===== config.mk =====
export PLATFORM = sky130hd
export DESIGN_NAME = multiport_regfile
export DESIGN_NICKNAME = d
export VERILOG_FILES = /design/src/rtl/rf_pkg.sv /design/src/rtl/rf_scoreboard.sv /design/src/rtl/multiport_regfile.sv
export SDC_FILE = /design/constraint.sdc
export NUM_CORES = 2
export LEC_CHECK = 0
export ABC_CLOCK_PERIOD_IN_PS = 5110
export CORE_ASPECT_RATIO = 1.75
export CORE_UTILIZATION = 50
export DETAILED_ROUTE_END_ITERATION = 8
export MAX_ROUTING_LAYER = met4
export PLACE_DENSITY = 0.66
export SLEW_MARGIN = 10
export SYNTH_ARGS = -nofsm -noshare
export SYNTH_HDL_FRONTEND = slang
export SYNTH_SLANG_ARGS = --single-unit

===== constraint.sdc =====
create_clock -name clk -period 5.11 [get_ports clk]
set_input_delay 1.533 -clock clk [delete_from_list [all_inputs] [get_ports clk]]
set_output_delay 1.533 -clock clk [all_outputs]
set_load 0.005 [all_outputs]

===== src/rtl/rf_pkg.sv =====
// Shared sizing helpers and default widths for the multiport register file.
package rf_pkg;

  function automatic int rf_aw(input int n);
    return (n > 1) ? $clog2(n) : 1;
  endfunction

  // An address is usable when it is inside the array and is not the hardwired zero register.
  function automatic logic rf_addr_ok(input int unsigned a, input int unsigned n, input bit zero_reg);
    return (a < n) && !(zero_reg && (a == 0));
  endfunction

  localparam int XLEN_DEF = 32;
  localparam int NREG_DEF = 32;

  typedef logic [rf_aw(NREG_DEF)-1:0] rf_addr_t;
  typedef logic [XLEN_DEF-1:0]        rf_data_t;

endpackage


===== src/rtl/rf_scoreboard.sv =====
// Per-register busy bits: set on reservation, cleared on writeback, wiped on flush.
// State visible one cycle after the edge; no backpressure, every request is taken.
module rf_scoreboard
  import rf_pkg::*;
#(
  parameter int NUM_REGS = NREG_DEF,
  parameter int NUM_WR   = 1,
  parameter int ZERO_REG = 1,
  localparam int AW      = rf_aw(NUM_REGS)
) (
  input  logic                 clk,
  input  logic                 rst_n,
  input  logic [NUM_WR-1:0]    wr_en,
  input  logic [NUM_WR*AW-1:0] wr_addr,
  input  logic                 rsv_en,
  input  logic [AW-1:0]        rsv_addr,
  input  logic                 flush,
  output logic [NUM_REGS-1:0]  busy,
  output logic                 any_busy
);

  logic [NUM_REGS-1:0] busy_q;
  logic [NUM_REGS-1:0] busy_d;
  logic [NUM_REGS-1:0] set_v;
  logic [NUM_REGS-1:0] clr_v;

  always_comb begin
    set_v = '0;
    clr_v = '0;
    if (rsv_en && rf_addr_ok(32'(rsv_addr), NUM_REGS, ZERO_REG != 0))
      set_v[rsv_addr] = 1'b1;
    for (int w = 0; w < NUM_WR; w++) begin
      if (wr_en[w] && rf_addr_ok(32'(wr_addr[w*AW +: AW]), NUM_REGS, ZERO_REG != 0))
        clr_v[wr_addr[w*AW +: AW]] = 1'b1;
    end
    // A new reservation supersedes the retiring producer; flush overrides both.
    busy_d = flush ? '0 : ((busy_q & ~clr_v) | set_v);
  end

  always_ff @(posedge clk or negedge rst_n) begin
    if (!rst_n) busy_q <= '0;
    else        busy_q <= busy_d;
  end

  assign busy     = busy_q;
  assign any_busy = |busy_q;

endmodule


===== src/rtl/multiport_regfile.sv =====
// N-read / M-write register file with optional write-to-read bypass and busy scoreboard.
// Reads are zero-latency, writes land at the edge; no backpressure.
module multiport_regfile
  import rf_pkg::*;
#(
  parameter int XLEN     = XLEN_DEF,
  parameter int NUM_REGS = NREG_DEF,
  parameter int NUM_RD   = 2,
  parameter int NUM_WR   = 1,
  parameter int ZERO_REG = 1,
  parameter int BYPASS   = 1,
  localparam int AW      = rf_aw(NUM_REGS)
) (
  input  logic                   clk,
  input  logic                   rst_n,
  input  logic [NUM_RD*AW-1:0]   rd_addr,
  output logic [NUM_RD*XLEN-1:0] rd_data,
  output logic [NUM_RD-1:0]      rd_busy,
  input  logic [NUM_WR-1:0]      wr_en,
  input  logic [NUM_WR*AW-1:0]   wr_addr,
  input  logic [NUM_WR*XLEN-1:0] wr_data,
  input  logic                   rsv_en,
  input  logic [AW-1:0]          rsv_addr,
  input  logic                   flush,
  output logic                   any_busy
);

  logic [XLEN-1:0]     mem      [NUM_REGS];
  logic [XLEN-1:0]     reg_wdat [NUM_REGS];
  logic [NUM_REGS-1:0] reg_hit;
  logic [NUM_REGS-1:0] busy;
  logic [AW-1:0]       wr_a     [NUM_WR];
  logic [XLEN-1:0]     wr_d     [NUM_WR];
  logic [NUM_WR-1:0]   wr_ok;
  logic [AW-1:0]       rd_a     [NUM_RD];
  logic [NUM_RD-1:0]   rd_fwd;

  for (genvar w = 0; w < NUM_WR; w++) begin : g_wr
    assign wr_a[w]  = wr_addr[w*AW +: AW];
    assign wr_d[w]  = wr_data[w*XLEN +: XLEN];
    assign wr_ok[w] = wr_en[w] && rf_addr_ok(32'(wr_a[w]), NUM_REGS, ZERO_REG != 0);
  end

  for (genvar r = 0; r < NUM_RD; r++) begin : g_rd
    assign rd_a[r] = rd_addr[r*AW +: AW];
  end

  // Priority encoder per register: the highest-index matching write port is taken.
  always_comb begin
    reg_hit = '0;
    for (int i = 0; i < NUM_REGS; i++) begin
      reg_wdat[i] = '0;
      for (int w = NUM_WR - 1; w >= 0; w--) begin
        if (!reg_hit[i] && wr_ok[w] && (wr_a[w] == AW'(i))) begin
          reg_hit[i]  = 1'b1;
          reg_wdat[i] = wr_d[w];
        end
      end
    end
  end

  always_ff @(posedge clk or negedge rst_n) begin
    if (!rst_n) begin
      for (int i = 0; i < NUM_REGS; i++) mem[i] <= '0;
    end else begin
      for (int i = 0; i < NUM_REGS; i++)
        if (reg_hit[i]) mem[i] <= reg_wdat[i];
    end
  end

  // Forwarding is suppressed while in reset so reads stay zero during reset.
  always_comb begin
    rd_data = '0;
    rd_busy = '0;
    rd_fwd  = '0;
    for (int r = 0; r < NUM_RD; r++) begin
      if (rf_addr_ok(32'(rd_a[r]), NUM_REGS, ZERO_REG != 0)) begin
        rd_data[r*XLEN +: XLEN] = mem[rd_a[r]];
        rd_busy[r]              = busy[rd_a[r]];
        if ((BYPASS != 0) && rst_n) begin
          for (int w = NUM_WR - 1; w >= 0; w--) begin
            if (!rd_fwd[r] && wr_ok[w] && (wr_a[w] == rd_a[r])) begin
              rd_fwd[r]               = 1'b1;
              rd_data[r*XLEN +: XLEN] = wr_d[w];
              rd_busy[r]              = 1'b0;
            end
          end
        end
      end
    end
  end

  rf_scoreboard #(
    .NUM_REGS (NUM_REGS),
    .NUM_WR   (NUM_WR),
    .ZERO_REG (ZERO_REG)
  ) u_scoreboard (
    .clk      (clk),
    .rst_n    (rst_n),
    .wr_en    (wr_en),
    .wr_addr  (wr_addr),
    .rsv_en   (rsv_en),
    .rsv_addr (rsv_addr),
    .flush    (flush),
    .busy     (busy),
    .any_busy (any_busy)
  );

endmodule


==> summary.md <==
| Metric | Value |
|---|---|
| Clock Root Buffer | clkbuf_16 |
| Drt initial violations | 3447 |
| Htree depth | 3 |
| Largest family of logic cells by synthesized area | multiplexers |
| Share of the synthesized area in the top cell type | 46.2% |
| CTS tree | done |
| Clock Latency Late Sink | 720 ps |
| Area Overhead vs Synth | 22.3% |
| Period utilization | 104% |
| # fillers | 8526 |
| Max IR drop VDD | 331 uV |
| Synthesized area | 0.0573 mm2 |
| Max stage delay on crit path | 530 ps |
| Placer congestion estimate | 0.936 |
| Effective utilization at floorplan | 50.6% |
| F_max | 188 MHz |
| Layout Utilization | 61.9% |
| Crit Path Class | input pin to output port |
| Mapped Nets | 4025 |
| Compound-Gate Fraction of Synth Area | 5.05% |
| Worst hold margin | 394 ps |
| Most frequent cells in the layout | dfrtp_1 (1056), mux2_2 (1015), mux4_2 (456), buf_4 (403), mux2i_1 (207) |
| Hold Path Class | register to register |
| CP Max Fanout | 14 |
| Critical Path RT | 3580 ps |
| Post-synthesis simple-gate area fraction | 2.44% |
| DRC | 0 |
| Area post-placement | 0.0632 mm2 |
| First-pass GRT wire length | 285 mm |
| Final setup TNS | -2300 ps |
| Largest net degree at the start of global routing | 172 |
| Via-per-instance ratio | 6.72 |
| Fin. Hold Viols | 0 |
| Gr usage total | 34.5% |
| CTS Hold Buffers Added | 0 |
| Placement Setup Slack | -844 ps |
| CTS Buf Count | 102 |
| Power Dens Cells | 357 mW/mm2 |
| DR pass1 iterations | 5 |
| Number of port buffers | 123 |
| Sequential cell area | 0.0264 mm2 |
| Startpoint types | input pin |
| Routed wire length per instance | 32.4 um |
| Post-synthesis register bit count | 1056 |
| Mapped Cells | 3968 |
| Syn_area_per_cell | 14.4 um2 |
| Status | complete, but fails checks |
| Die Ht | 450 um |
| Initial antenna violation count | 5 |
| Failing checks | negative setup slack |
| Worst slew pin tran | 1160 ps |
| Final instance area | 0.0700 mm2 |
| Die area | 0.116 mm2 |
| Critical Path AT | 3790 ps |
| Top post-synthesis cells by area | dfrtp_1 (46%), mux2_2 (20%), mux4_2 (18%) |
| # Max-Cap Violations | 0 |
| # IOs | 124 |
| Yosys cell types | 48 |
| Setup-failing EPs final | 31 |
| Number of synthesized flops with an enable pin | 0 |
| CP Cell Sequence | buf_16, buf_12, buf_16, buf_12, mux2i_1, a221oi_2, a22oi_2, a221oi_2, o21ba_2, clkdlybuf4s50_1 |
| XOR/XNOR Fraction of Synth Area | 0.153% |
| Worst Setup End Kind | output port |
| Clock tree buffer depth | 3 |
| # nets final | 4421 |
| Top_reg_cell synth | dfrtp_1 |
| Die W | 258 um |
| Final Critical Period | 5320 ps |
| Ys async rst share | 100% |
| Sequential area share after synthesis | 46.2% |
| Area of the multi-input gates | 0.0298 mm2 |
| DP HPWL | 119 mm |
| Commonest non-fill, non-tap cell in the layout | dfrtp_1 |
| # rows | 163 |
| Core Area | 0.113 mm2 |
| Leakage | 30.6 nW |
| Clock transition at the registers of the reported paths | 70 ps |
| Final global-route overflow total | 0 |
| Post-synthesis mux area share | 42.3% |
| DR vias | 39900 |
| Clk_skew | 0 ps |
| Setup ws final | -210 ps |
| Vias in the first global route | 42200 |
| Adder-Cell Fraction of Synth Area | 0% |
| Rel. slew slack | 22.3% |
| Yosys top cell by area | dfrtp_1 |
| Slowest stage cell on the critical path | clkdlybuf4s50_1 |
| Drt total wl | 192 mm |
| Antenna Nets Post-Route | 0 |
| CTS sink cnt | 1056 |
| Max Slew Vio Count | 0 |
| YS warnings | 0 |
| RSZ-0062 raised after global routing | true |
| Layout cell share with drive strength beyond 1 | 57.2% |
## routing by layer
layer / global-route usage [%] / part of all wire (%) / wire [um] / vias up
li1: - / - / - / 16100
met1: 41.9 / 37 / 71400 / 21300
met2: 55.3 / 50 / 95600 / 1838
met3: 5.32 / 7.2 / 13800 / 595
met4: 19.2 / 6.0 / 11500 / 0
met5: - / 0 / 0 / -
## power breakdown
part / internal [mW] / total, mW / switching, mW
sequential: 9.91 / 11.0 / 1.11
combinational: 3.48 / 5.86 / 2.38
clock: 4.66 / 8.09 / 3.43
## synthesized netlist by cell type (all sizes together), types with 4 or more instances
cell       n
clkbuf   266
o21ai     44
mux4     456
nor3      69
nor2b     13
a31oi     33
mux2    1056
buf      193
nand2b    14
nand4      6
and2       6
a221oi    42
xnor2      6
o22ai     93
and3       7
a21oi     19
a211oi    33
a221o     96
nor4       8
nor2     110
mux2i    208
xor2       4
nand2     54
a22oi     18
inv       36
dfrtp   1056
## critical path: cells and delay by family
family / cells / cell delay (ps)
multiplexers: 1 / 170
buffers and inverters: 5 / 1100
AO/OA/AOI/OAI: 4 / 970
## registers in the layout, indices dropped and copies added, names as in the netlist
name,count
mem,1024
u_scoreboard.busy,32
## area by class of cell
class | instances | area share [%]
Clock inverter | 34 | 0.688
Clock buffer | 150 | 4.33
Tap cell | 1485 | 2.65
Timing Repair Buffer | 750 | 11.8
Inverter | 37 | 0.216
Antenna cell | 5 | 0.0179
Sequential cell | 1056 | 37.7
Multi-Input combinational cell | 2417 | 42.6
## final timing paths
check,to,slack (ps),startpoint,cells past startpoint
worst min register to register,mem[997]$_DFFE_PN0P_,390,mem[997]$_DFFE_PN0P_,0
worst max register to register,u_scoreboard.busy[13]$_DFF_PN0_,4210,u_scoreboard.busy[13]$_DFF_PN0_,3
max in group asynchronous,mem[264]$_DFFE_PN0P_,2000,rst_n,4
worst min-delay path,mem[997]$_DFFE_PN0P_,390,mem[997]$_DFFE_PN0P_,0
worst max-delay path,rd_busy[1],-210,rd_addr[5],10
min in group asynchronous,u_scoreboard.busy[28]$_DFF_PN0_,890,rst_n,2
## metrics by stage
stage          instances  total power [mW]
2_1_floorplan       3968              14.5
5_1_grt             5932              25.9
3_5_place_dp        5559              16.6
4_1_cts             5883              24.9
3_3_place_gp        5559              16.4
6_report            5934              25.0
## kinds of logic after synthesis
family,Yosys count
AO/OA/AOI/OAI,387
XOR/XNOR,10
buffers and inverters,496
multiplexers,1720
flip-flops,1056
AND/OR/NAND/NOR,299
## what timing repair did
action / 4_1_cts / 5_1_grt
resized for setup: 469 / 143
cloned: 16 / 3
setup endpoints to repair: 66 / 63
setup buffers: 127 / 64
pin swaps: 72 / 60
Power figures use the tool's default switching activity.
